===== config.mk =====
export PLATFORM = sky130hd
export DESIGN_NAME = nec_ir_decoder
export DESIGN_NICKNAME = d
export VERILOG_FILES = /design/src/rtl/nec_ir_decoder.sv
export SDC_FILE = /design/constraint.sdc
export NUM_CORES = 1
export LEC_CHECK = 0
export BUFFER_PORTS_ARGS = -buffer_cell sky130_fd_sc_hd__buf_4
export CAP_MARGIN = 20
export CORE_MARGIN = 2
export CORE_UTILIZATION = 51
export CTS_BUF_LIST = sky130_fd_sc_hd__clkbuf_4 sky130_fd_sc_hd__clkbuf_8
export DETAILED_ROUTE_END_ITERATION = 8
export GPL_TIMING_DRIVEN = 0
export PLACE_DENSITY = 0.72
export SETUP_SLACK_MARGIN = 0.5
export SLEW_MARGIN = 10
export SYNTH_ARGS = -nofsm -noshare
export SYNTH_HDL_FRONTEND = slang
export SYNTH_SLANG_ARGS = --single-unit

===== constraint.sdc =====
create_clock -name clk_in -period 2.3 [get_ports clk_in]
set_input_delay 0.46 -clock clk_in [delete_from_list [all_inputs] [get_ports clk_in]]
set_output_delay 0.46 -clock clk_in [all_outputs]
set_load 0.01 [all_outputs]

===== src/rtl/nec_ir_decoder.sv =====
// NEC infrared remote decoder: conditions the raw receiver pin, times marks and
// spaces in microsecond ticks and assembles 32-bit codes, flagging repeats and errors.
module nec_ir_decoder #(
    parameter int unsigned CLK_PER_US  = 74,
    parameter int unsigned FILT_CYCLES = 8,
    parameter bit          CHECK_INV   = 1'b1,
    // Divides every window and the timeout; must divide them evenly (1 = real NEC timing).
    parameter int unsigned TIME_DIV    = 1
) (
    input  logic        clk_in,
    input  logic        rst_in,
    input  logic        ir_raw_in,
    output logic [31:0] ir_out,
    output logic        valid_out,
    output logic        repeat_out,
    output logic        error_out
);

    localparam int unsigned DUR_W  = 14;
    localparam int unsigned PRE_W  = (CLK_PER_US > 1) ? $clog2(CLK_PER_US) : 1;
    localparam int unsigned FLT_W  = $clog2(FILT_CYCLES + 1);
    localparam int unsigned BIT_W  = 5;
    localparam int unsigned CODE_W = 32;

    localparam logic [DUR_W-1:0] DUR_MAX   = '1;
    localparam logic [DUR_W-1:0] LEAD_MIN  = DUR_W'(8000 / TIME_DIV);
    localparam logic [DUR_W-1:0] LEAD_MAX  = DUR_W'(10000 / TIME_DIV);
    localparam logic [DUR_W-1:0] DSP_MIN   = DUR_W'(3500 / TIME_DIV);
    localparam logic [DUR_W-1:0] DSP_MAX   = DUR_W'(5500 / TIME_DIV);
    localparam logic [DUR_W-1:0] RSP_MIN   = DUR_W'(1750 / TIME_DIV);
    localparam logic [DUR_W-1:0] RSP_MAX   = DUR_W'(2750 / TIME_DIV);
    localparam logic [DUR_W-1:0] MARK_MIN  = DUR_W'(400 / TIME_DIV);
    localparam logic [DUR_W-1:0] MARK_MAX  = DUR_W'(750 / TIME_DIV);
    localparam logic [DUR_W-1:0] SP0_MIN   = DUR_W'(400 / TIME_DIV);
    localparam logic [DUR_W-1:0] SP0_MAX   = DUR_W'(750 / TIME_DIV);
    localparam logic [DUR_W-1:0] SP1_MIN   = DUR_W'(1400 / TIME_DIV);
    localparam logic [DUR_W-1:0] SP1_MAX   = DUR_W'(1950 / TIME_DIV);
    localparam logic [DUR_W-1:0] TIMEOUT   = DUR_W'(12000 / TIME_DIV);
    localparam logic [BIT_W-1:0] LAST_BIT  = BIT_W'(CODE_W - 1);
    localparam logic [PRE_W-1:0] PRE_LAST  = PRE_W'(CLK_PER_US - 1);
    localparam logic [FLT_W-1:0] FLT_LAST  = FLT_W'(FILT_CYCLES - 1);

    typedef enum logic [2:0] {
        IDLE, LEAD_MARK, LEAD_SPACE, BIT_MARK, BIT_SPACE, STOP_MARK, REPEAT_MARK
    } state_t;

    state_t              state, state_nx;
    logic [1:0]          sync_q;
    logic                filt, filt_d, rise_q, fall_q;
    logic [FLT_W-1:0]    flt_cnt;
    logic [PRE_W-1:0]    pre;
    logic [DUR_W-1:0]    dur;
    logic [BIT_W-1:0]    bit_cnt;
    logic [CODE_W-1:0]   shreg;
    logic                have_code;

    logic lead_ok_c, dsp_ok_c, rsp_ok_c, mark_ok_c, sp0_ok_c, sp1_ok_c;
    logic timeout_c, last_bit_c, inv_ok_c;
    logic shift_c, clr_bits_c, valid_c, repeat_c, error_c;
    logic [CODE_W-1:0] shreg_nx_c;

    function automatic logic in_win(input logic [DUR_W-1:0] d,
                                    input logic [DUR_W-1:0] lo,
                                    input logic [DUR_W-1:0] hi);
        return (d >= lo) && (d <= hi);
    endfunction

    // Two-flop synchronizer, idle-high
    always_ff @(posedge clk_in or negedge rst_in) begin
        if (!rst_in) sync_q <= 2'b11;
        else         sync_q <= {sync_q[0], ir_raw_in};
    end

    // Glitch filter: level must disagree with filt for FILT_CYCLES in a row
    always_ff @(posedge clk_in or negedge rst_in) begin
        if (!rst_in) begin
            filt    <= 1'b1;
            flt_cnt <= '0;
        end else if (sync_q[1] == filt) begin
            flt_cnt <= '0;
        end else if (flt_cnt == FLT_LAST) begin
            filt    <= sync_q[1];
            flt_cnt <= '0;
        end else begin
            flt_cnt <= flt_cnt + FLT_W'(1);
        end
    end

    // Registered edge pulses on the filtered level
    always_ff @(posedge clk_in or negedge rst_in) begin
        if (!rst_in) begin
            filt_d <= 1'b1;
            rise_q <= 1'b0;
            fall_q <= 1'b0;
        end else begin
            filt_d <= filt;
            rise_q <= filt & ~filt_d;
            fall_q <= filt_d & ~filt;
        end
    end

    // Microsecond prescaler and saturating duration counter, restarted per edge
    always_ff @(posedge clk_in or negedge rst_in) begin
        if (!rst_in) begin
            pre <= '0;
            dur <= '0;
        end else if (rise_q || fall_q) begin
            pre <= '0;
            dur <= '0;
        end else if (pre == PRE_LAST) begin
            pre <= '0;
            if (dur != DUR_MAX) dur <= dur + DUR_W'(1);
        end else begin
            pre <= pre + PRE_W'(1);
        end
    end

    assign lead_ok_c  = in_win(dur, LEAD_MIN, LEAD_MAX);
    assign dsp_ok_c   = in_win(dur, DSP_MIN, DSP_MAX);
    assign rsp_ok_c   = in_win(dur, RSP_MIN, RSP_MAX);
    assign mark_ok_c  = in_win(dur, MARK_MIN, MARK_MAX);
    assign sp0_ok_c   = in_win(dur, SP0_MIN, SP0_MAX);
    assign sp1_ok_c   = in_win(dur, SP1_MIN, SP1_MAX);
    assign timeout_c  = (dur >= TIMEOUT);
    assign last_bit_c = (bit_cnt == LAST_BIT);
    assign shreg_nx_c = {shreg[CODE_W-2:0], sp1_ok_c};
    assign inv_ok_c   = !CHECK_INV ||
                        ((shreg_nx_c[31:24] == ~shreg_nx_c[23:16]) &&
                         (shreg_nx_c[15:8]  == ~shreg_nx_c[7:0]));

    always_ff @(posedge clk_in or negedge rst_in) begin
        if (!rst_in) state <= IDLE;
        else         state <= state_nx;
    end

    // Next state: an edge always wins over a coincident timeout
    always_comb begin
        state_nx = state;
        case (state)
            IDLE:        if (fall_q) state_nx = LEAD_MARK;
            LEAD_MARK:   if (rise_q) state_nx = lead_ok_c ? LEAD_SPACE : IDLE;
                         else if (timeout_c) state_nx = IDLE;
            LEAD_SPACE:  if (fall_q) state_nx = dsp_ok_c ? BIT_MARK :
                                                rsp_ok_c ? REPEAT_MARK : IDLE;
                         else if (timeout_c) state_nx = IDLE;
            BIT_MARK:    if (rise_q) state_nx = mark_ok_c ? BIT_SPACE : IDLE;
                         else if (timeout_c) state_nx = IDLE;
            BIT_SPACE:   if (fall_q) begin
                             if (sp0_ok_c || sp1_ok_c) state_nx = last_bit_c ? STOP_MARK : BIT_MARK;
                             else                      state_nx = IDLE;
                         end else if (timeout_c) state_nx = IDLE;
            STOP_MARK:   if (rise_q || timeout_c) state_nx = IDLE;
            REPEAT_MARK: if (rise_q || timeout_c) state_nx = IDLE;
            default:     state_nx = IDLE;
        endcase
    end

    always_comb begin
        shift_c    = 1'b0;
        clr_bits_c = 1'b0;
        valid_c    = 1'b0;
        repeat_c   = 1'b0;
        error_c    = 1'b0;
        case (state)
            LEAD_SPACE: begin
                clr_bits_c = fall_q && dsp_ok_c;
                error_c    = fall_q ? (!dsp_ok_c && !rsp_ok_c) : timeout_c;
            end
            BIT_MARK:
                error_c = rise_q ? !mark_ok_c : timeout_c;
            BIT_SPACE: begin
                shift_c = fall_q && (sp0_ok_c || sp1_ok_c);
                valid_c = shift_c && last_bit_c && inv_ok_c;
                error_c = fall_q ? (!shift_c || (last_bit_c && !inv_ok_c)) : timeout_c;
            end
            REPEAT_MARK: begin
                repeat_c = rise_q && mark_ok_c && have_code;
                error_c  = rise_q ? !mark_ok_c : timeout_c;
            end
            default: ;
        endcase
    end

    // Shift register, bit counter, committed code and output pulses
    always_ff @(posedge clk_in or negedge rst_in) begin
        if (!rst_in) begin
            shreg      <= '0;
            bit_cnt    <= '0;
            ir_out     <= '0;
            have_code  <= 1'b0;
            valid_out  <= 1'b0;
            repeat_out <= 1'b0;
            error_out  <= 1'b0;
        end else begin
            valid_out  <= valid_c;
            repeat_out <= repeat_c;
            error_out  <= error_c;
            if (clr_bits_c)                  bit_cnt <= '0;
            else if (shift_c && !last_bit_c) bit_cnt <= bit_cnt + BIT_W'(1);
            if (shift_c) shreg <= shreg_nx_c;
            if (valid_c) begin
                ir_out    <= shreg_nx_c;
                have_code <= 1'b1;
            end
        end
    end

endmodule


# After elaboration in Yosys (flattened, before gate mapping)
# Index checks and enable logic that the tools add are counted.
# word_totals
ff_bits	106
elab_cells	118
# classes
addsub	4
n_lt_le_gt_ge	11
n_eq_ne	15
muxes	31
n_bitwise	7
reduce_logical	34
# op_table
op	n
14-bit two-way mux	3
3-bit two-way mux	12
14-bit by 11-bit >= comparator with 1-bit output (second input constant)	2
3-bit case mux with 6 select lines	1
8-bit equality test	2
8-bit inverter	2
1-bit logical AND	15
14-bit by 1-bit adder with 14-bit output (second input constant)	1
14-bit by 12-bit >= comparator with 1-bit output (second input constant)	1
14-bit by 13-bit >= comparator with 1-bit output (second input constant)	1
14-bit >= comparator (second input constant)	1
14-bit by 9-bit >= comparator with 1-bit output (second input constant)	1
14-bit by 10-bit <= comparator with 1-bit output (second input constant)	1
14-bit by 11-bit <= comparator with 1-bit output (second input constant)	1
14-bit by 12-bit <= comparator with 1-bit output (second input constant)	1
14-bit by 13-bit <= comparator with 1-bit output (second input constant)	1
14-bit <= comparator (second input constant)	1
7-bit two-way mux	2
14-bit inequality test (second input constant)	1
5-bit two-way mux	2
3-bit equality test (second input constant)	3
4-bit two-way mux	2
7-bit by 1-bit adder with 7-bit output (second input constant)	1
7-bit equality test (second input constant)	1
20 further kinds	43

# Longest topological paths before layout
# Gate-level depths: netlist of the first run.
# logic_depth
depth_word	10
mapped_depth	9
ltp_nobuf	8

# Worst setup path before layout of the first run
# No wires, ideal clock.
# synth_path
path_kind	reg-to-reg
from	register dur[5]
to	register ir_out[10]
setup_time_ps	127
arrival_time_ps	2108
path_slack_ps	65
path_stages_with_launch	9
path_cell_list	dfrtp_1 > buf_2 > or2_1 > a31oi_1 > o2111ai_2 > mux2i_1 > nor3b_4 > buf_6 > mux2_1
# synth_between
elab_chain_cells	7
word_cells_on_any_way	14
# synth_rtl
item	line	rtl
start, declared	52	logic [DUR_W-1:0] dur;
start signal, assigned	112	if (dur != DUR_MAX) dur <= dur + DUR_W'(1);
14-bit by 11-bit >= comparator with 1-bit output, or another cell as far along	65	return (d >= lo) && (d <= hi);
1-bit logical AND	65	
8-bit inverter or 1-bit logical OR (tied branches)	129, 172	
8-bit equality test or 1-bit logical AND (tied branches)	129, 172	
1-bit logical AND, on equally long branches	128, 173	
1-bit logical AND (*)	173	valid_c = shift_c && last_bit_c && inv_ok_c;
1-bit two-way mux (*)	164	case (state)
end signal, assigned	202	ir_out <= shreg_nx_c;
end, declared	13	output logic [31:0] ir_out,
# Every way passes the cells marked *; elsewhere a longest branch is shown, timed or not.
# A chain may end at the register's enable or synchronous reset.

# Worst setup path in the final report of the first run
# layout_path
from	register dur[12]
to	register state[2]
# layout_between
elab_chain_cells	6
word_cells_on_any_way	27
# layout_rtl
item	line	rtl
14-bit by 11-bit >= comparator with 1-bit output, or another cell as far along	65	
1-bit logical AND	65	
3-bit two-way mux or 1-bit logical OR (tied branches)	144, 149	
3-bit two-way mux, on equally long branches	143, 149	
3-bit two-way mux, on equally long branches	143, 148	
3-bit case mux with 6 select lines	139	case (state)
end signal, assigned	133	else state <= state_nx;
end, declared	47	state_t state, state_nx;
# Parallel ways exist; a longest one is shown, timed or not.

==> results of run 1 <==
cells in the final DEF, fill, tap and decap left out, types with 4 or more instances in the layout:
cell | synthesis | final
xnor2_1 | 24 | 24
nor2b_1 | 6 | 4
o21ai_1 | 2 | 6
mux2_4 | 0 | 42
and2_1 | 7 | 7
o21ai_0 | 14 | 7
buf_12 | 0 | 5
inv_1 | 7 | 5
xor2_1 | 10 | 10
ha_1 | 7 | 4
dfstp_2 | 4 | 4
a21oi_1 | 18 | 13
buf_6 | 3 | 15
buf_4 | 3 | 63
clkbuf_8 | 0 | 10
mux2_1 | 29 | 16
dfrtp_1 | 102 | 98
buf_2 | 10 | 6
a21oi_2 | 0 | 5
dfrtp_2 | 0 | 4
clkbuf_1 | 11 | 4
nand3_1 | 13 | 12
nand2_1 | 20 | 19
nor4_1 | 9 | 8
a31oi_1 | 7 | 5
and3_1 | 9 | 7
nand4_1 | 6 | 6
nor2_1 | 31 | 31
nor3_1 | 7 | 5
worst min path at each step:
stage	startpoint	endpoint
floorplan	rst_in	bit_cnt[0]$_DFFE_PN0P_
global placement	sync_q[0]$_DFF_PN1_	sync_q[1]$_DFF_PN1_
detailed placement	sync_q[0]$_DFF_PN1_	sync_q[1]$_DFF_PN1_
CTS	ir_raw_in	sync_q[0]$_DFF_PN1_
global route	ir_raw_in	sync_q[0]$_DFF_PN1_
finish	rst_in	dur[1]$_DFFE_PN0P_
repair_timing:
| action | CTS | global route |
|---|---|---|
| buffers inserted | 17 | 17 |
| pin swaps | 5 | 11 |
| hold endpoints to repair | 0 | 0 |
| endpoints found under the setup margin | 85 | 86 |
| resized for setup | 49 | 58 |
| cloned | 1 | 3 |
where the power goes:
part | leakage [nW] | switching, mW | internal, mW
Combinational | 1.61 | 0.368 | 0.265
Clock | 0.119 | 0.645 | 0.665
Sequential | 1.45 | 0.0912 | 1.99
Total | 3.17 | 1.10 | 2.92
metal layers:
layer / wire [um] / vias to the layer above / GRT usage
li1: - / 1764 / -
met3: 447 / 11 / 0.0426
met5: 0 / - / 0
met1: 5250 / 1923 / 0.298
met4: 137 / 0 / 0.0647
met2: 5830 / 104 / 0.334
kinds of logic after synthesis:
group,Yosys count
mux,63
compound gates,72
buf+inv,34
fa+ha+maj,7
flops,106
xor+xnor,34
simple gates,129
through the flow:
| stage | utilization | power (mW) | setup slack [ns] |
|---|---|---|---|
| after CTS | 0.645 | 3.97 | -0.0360 |
| after global routing | 0.684 | 4.25 | -0.199 |
| after global placement | 0.588 | 2.62 | -0.305 |
| after floorplan | - | 2.49 | 0.0844 |
| final | 0.684 | 4.03 | -0.146 |
| after detailed placement | 0.588 | 2.64 | -0.295 |
layout make-up:
cell class	instances	area (sq um)
fill	715	3080
sequential	106	2660
multi-input combinational	305	2660
timing repair buffer	75	644
buffer	27	263
tap	133	166
clock buffer	11	145
clock inverter	5	85.1
inverter	7	26.3
worst max-delay path: stages (launching register included):
cell      delay [ns]
dfrtp_2         0.45
nor4_4          0.32
nand4b_1        0.18
buf_4           0.18
buf_4           0.13
buf_4           0.13
buf_4           0.12
buf_4           0.13
a31oi_2         0.30
o21ai_0         0.15
o41a_1          0.13
o21ai_1         0.15
state kept, by name, indices dropped and copies added, names as in the netlist:
register / flops
ir_out: 32
shreg: 31
dur: 14
pre: 7
bit_cnt: 5
flt_cnt: 4
state: 3
sync_q: 2
error_out: 1
fall_q: 1
filt: 1
filt_d: 1
have_code: 1
repeat_out: 1
rise_q: 1
valid_out: 1
==> results_dict.tcl, run 1 <==
set metrics [dict create \
    slew_viol_final 0 \
    cts_tree "done" \
    dr.pass1.iters 5 \
    die_area_sq_um 10800 \
    r2r_slack_ns -0.15 \
    core.rowCount 36 \
    yosys_register_bits 106 \
    rsz0062_at_grt "true" \
    start_util 0.525 \
    status "finished, violations left" \
    clkLatencyLatePin_ns 0.38 \
    worst_slew_pin_slew_ns 0.985 \
    async_reset_ff_frac 1.00 \
    drive_above_1_share 0.397 \
    synth.net_count 455 \
    grt_pass1_wl_mm 18.4 \
    n_antenna_cell 0 \
    vias 3802 \
    syn_avg_cell_area_sq_um 11.5 \
    critPathKind "reg2reg" \
    synth_top_family_by_area "multiplexers" \
    finalSetupViolCount 61 \
    io_buffer_count 37 \
    synthTopCellsByArea "dfrtp_1, mux2_2, mux2_1, xnor2_1, nor2_1" \
    ys_top_cells_by_count "dfrtp_1, mux2_2, nor2_1" \
    synth_top_area_frac 0.500 \
    numClockSinks 106 \
    globalplace.congestion 0.870 \
    chipHeight_um 104 \
    stdcell_area_sq_um 6650 \
    clk_pin_slew_ns 0.10 \
    drt-total-wl_mm 11.7 \
    leakagePower_nw 3.17 \
    ioPinCount 38 \
    synth-edff-count 0 \
    hpwlAfterDp_mm 7.02 \
    fin_ws_ns -0.146 \
    synthSimpleGateAreaFrac 0.135 \
    max_freq_mhz 409 \
    grt_pass1_vias 3566 \
    yosysMostFrequentCell "dfrtp_1" \
    ir_worst_vdd_uv 443 \
    grt_max_degree 107 \
    htree_levels 3 \
    r2r-start "dur[12]$_DFFE_PN0P_" \
    yosys.area.top_type "dfrtp_1" \
    hold_class "in2async" \
    hold_viol 0 \
    violations "negative setup slack" \
    ys_seq_area_frac 0.521 \
    p_per_area_nw_per_um2 605 \
    fin_cells 669 \
    place_inst 615 \
    cp-start-kind "register" \
    drc 0 \
    wl_per_cell_um 17.4 \
    antenna_found_initial 0 \
    drt-initial-drc-count 258 \
    gr-usage-all-layers 0.212 \
    synth_compound_area_frac 0.0963 \
    synth-xor-area-share 0.0583 \
    synth_top_flop_cell "dfrtp_1" \
    die_w_um 104 \
    routed_via_density 5.68 \
    synth_cells 445 \
    hold_slack_ns 0.123 \
    crit_start "dur[12]$_DFFE_PN0P_" \
    r2r-end "state[2]$_DFFE_PN0P_" \
    grt_overflow 0 \
    nNetsFinal 541 \
    crit_fanout 5 \
    reg2reg_depth 11 \
    muxShareOfSynthArea 0.138 \
    numCtsBuffers 9 \
    ctsLongestPathBuffers 2 \
    min_period_ns 2.45 \
    max-slew-margin-rel 0.343 \
    ant_nets 0 \
    coreArea_sq_um 9730 \
    ys_types 62 \
    cp_data_required_time_ns 2.60 \
    syn-cell-area_sq_um 5100 \
    endpoint "state[2]$_DFFE_PN0P_" \
    yosysWarnings 0 \
    min_period_over_period 1.06 \
    place_area_sq_um 5720 \
    cp.arrival_ns 2.74 \
    clockRootBuffer "clkbuf_8" \
    fin_tns_setup_ns -3.32 \
    max_cap_violations 0 \
    synth-adder-area-share 0.0172 \
    crit_path_end_kind "register" \
    hold_buffers 0 \
    area_growth_pct 30.3 \
    clock_skew_ns 0.0165 \
]
No activity file was read; power rests on OpenSTA's default activity.
==> run 2, diff against run 1 <==
--- a/config.mk
+++ b/config.mk
@@ -8,5 +8,4 @@
 export BUFFER_PORTS_ARGS = -buffer_cell sky130_fd_sc_hd__buf_4
 export CAP_MARGIN = 20
-export CORE_MARGIN = 2
 export CORE_UTILIZATION = 51
 export CTS_BUF_LIST = sky130_fd_sc_hd__clkbuf_4 sky130_fd_sc_hd__clkbuf_8
@@ -14,4 +13,5 @@
 export GPL_TIMING_DRIVEN = 0
 export PLACE_DENSITY = 0.72
+export RECOVER_POWER = 50
 export SETUP_SLACK_MARGIN = 0.5
 export SLEW_MARGIN = 10
==> constraint.sdc (replaced) <==
create_clock -name clk_in -period 2.3 [get_ports clk_in]
set_input_delay 0.46 -clock clk_in [delete_from_list [all_inputs] [get_ports clk_in]]
set_output_delay 0.46 -clock clk_in [all_outputs]
set_load 0.05 [all_outputs]
==> run 2 against run 1 <==
- the flow still finishes with violations (negative setup slack)
- global-route usage increased by 2.3 points
- critical path depth decreased by 2
- clock skew shrank 0.0079 ns
- via count up 1.1%
- maximum frequency rose by 2.4%
- worst setup slack gained 0.058 ns
- non-clock buffer count increased by 15
- sequential power hardly changed
- combinational power decreased by 3%
- largest cell class is now multi-input combinational cells
- highest routed layer unchanged
==> results_dict.tcl, run 2 (same netlist as run 1, synthesis figures left out) <==
set metrics [dict create \
    status "finished, violations left" \
    violations "negative setup slack" \
    chipHeight_um 102 \
    grt_max_degree 107 \
    largest_register_ffs 32 \
    mostFrequentLayoutCells "dfrtp_1, buf_4, mux2_4" \
    clockRootBuffer "clkbuf_8" \
    routed_via_density 5.62 \
    crit_path_end_kind "register" \
    dr.pass1.iters 5 \
    core.rowCount 36 \
    gr-usage-all-layers 0.235 \
    place_inst 615 \
    crit_fanout 6 \
    ir_worst_vdd_uv 463 \
    drt-total-wl_mm 12.2 \
    htree_levels 3 \
    hold_class "in2reg" \
    coreArea_sq_um 9730 \
    p_comb_frac 0.154 \
    biggestRegsByFlops "ir_out: 32 flops, shreg: 31 flops, dur: 14 flops" \
    grt_pass1_wl_mm 18.6 \
    switching_share 0.274 \
    numClockSinks 106 \
    die_area_sq_um 10400 \
    clock_skew_ns 0.00854 \
    leakagePower_nw 3.25 \
    vias 3844 \
    power.internal_mw 2.91 \
    fin_ws_ns -0.0880 \
    n_antenna_cell 0 \
    hold_slack_ns 0.192 \
    start_util 0.525 \
    nNetsFinal 556 \
    slew_viol_final 0 \
    grt_pass1_vias 3628 \
    top_register "ir_out" \
    total_power_mw 4.01 \
    max_freq_mhz 419 \
    max-slew-margin-rel 0.0530 \
    fin_cells 684 \
    ctsLongestPathBuffers 2 \
    globalplace.congestion 0.892 \
    wl_per_cell_um 17.8 \
    cts_tree "done" \
    power.share.sequential 0.519 \
    cp_data_required_time_ns 2.56 \
    mostFrequentLayoutCell "dfrtp_1" \
    drc 0 \
    die_w_um 102 \
    drt-initial-drc-count 219 \
    ioPinCount 38 \
    critPathKind "reg2reg" \
    fin_tns_setup_ns -2.18 \
    io_buffer_count 37 \
    power.share.clock 0.328 \
    finalSetupViolCount 35 \
    max_cap_violations 0 \
    grt_overflow 0 \
    cp.arrival_ns 2.65 \
    hold_viol 0 \
    clk_pin_slew_ns 0.10 \
    cp-start-kind "register" \
    antenna_found_initial 0 \
    p_per_area_nw_per_um2 584 \
    area_growth_pct 34.4 \
    drive_above_1_share 0.439 \
    clkLatencyLatePin_ns 0.37 \
    numCtsBuffers 9 \
    worst_slew_pin_slew_ns 1.42 \
    switchingPower_mw 1.10 \
    min_period_ns 2.39 \
    rsz0062_at_grt "true" \
    ant_nets 0 \
    hpwlAfterDp_mm 7.21 \
    min_period_over_period 1.04 \
]
==> run 2: changes by cell type in the layout (fill, tap and decap cells not counted), sizes merged <==
cell,previous run,this run
buf,92,105
clkbuf,21,23
clkinv,1,2
inv,9,8
==> run 2: power groups by stage <==
stage,registers [mW],clock network (mW),logic (mW)
after floorplan,2.10,0,0.383
after global placement,2.13,0,0.488
after detailed placement,2.14,0,0.511
after CTS,2.10,1.34,0.575
after global routing,2.10,1.41,0.685
final,2.08,1.31,0.616
==> run 2: worst paths after layout <==
path,slack [ns],to,start,cells past startpoint
min reg2reg,0.36,sync_q[1]$_DFF_PN1_,sync_q[0]$_DFF_PN1_,0
max in group asynchronous,0.89,fall_q$_DFF_PN0_,rst_in,1
min in group asynchronous,0.42,dur[5]$_DFFE_PN0P_,rst_in,1
max reg2reg,-0.09,ir_out[7]$_DFFE_PN0P_,dur[10]$_DFFE_PN0P_,9
min,0.19,sync_q[0]$_DFF_PN1_,ir_raw_in,1
max,-0.09,ir_out[7]$_DFFE_PN0P_,dur[10]$_DFFE_PN0P_,9
==> run 2: through the flow <==
stage	setup WS (ns)	util	area [sq um]
floorplan	0.0844	-	5280
global placement	-0.315	0.588	5720
detailed placement	-0.308	0.588	5720
CTS	-0.0190	0.674	6560
global route	-0.140	0.705	6860
finish	-0.0880	0.705	6860
==> run 2: per-layer routing <==
| metal | GRT usage | wire [um] | vias to the layer above |
|---|---|---|---|
| met1 | 0.331 | 5520 | 1913 |
| met3 | 0.0479 | 466 | 24 |
| met2 | 0.357 | 5950 | 113 |
| li1 | - | - | 1794 |
| met5 | 0 | 0 | - |
| met4 | 0.0923 | 276 | 0 |
==> run 2: final cells by class <==
class,instances,area [sq um]
plain buffers,27,277
clock buffers,11,145
clock inverters,5,86.3
fillers,684,2870
inverters,7,26.3
multi-input cells,305,2710
flip-flops and latches,106,2660
well taps,133,166
repair buffers,90,787
==> run 2: critical path, cell delays in order (launching register included) <==
cell and delay, ns:
dfrtp_1 0.39, buf_6 0.13, nor4_4 0.26, nand4b_1 0.18, a31o_4 0.27, mux2i_1 0.17
nor3b_4 0.22, buf_6 0.19, clkbuf_16 0.17, mux2_4 0.30
==> run 2: what timing repair did <==
action,in CTS,in global routing
pin swaps,18,12
gates resized for setup,66,55
hold buffers,0,0
buffers inserted,37,11
setup endpoints to repair,85,87
gates cloned,4,1
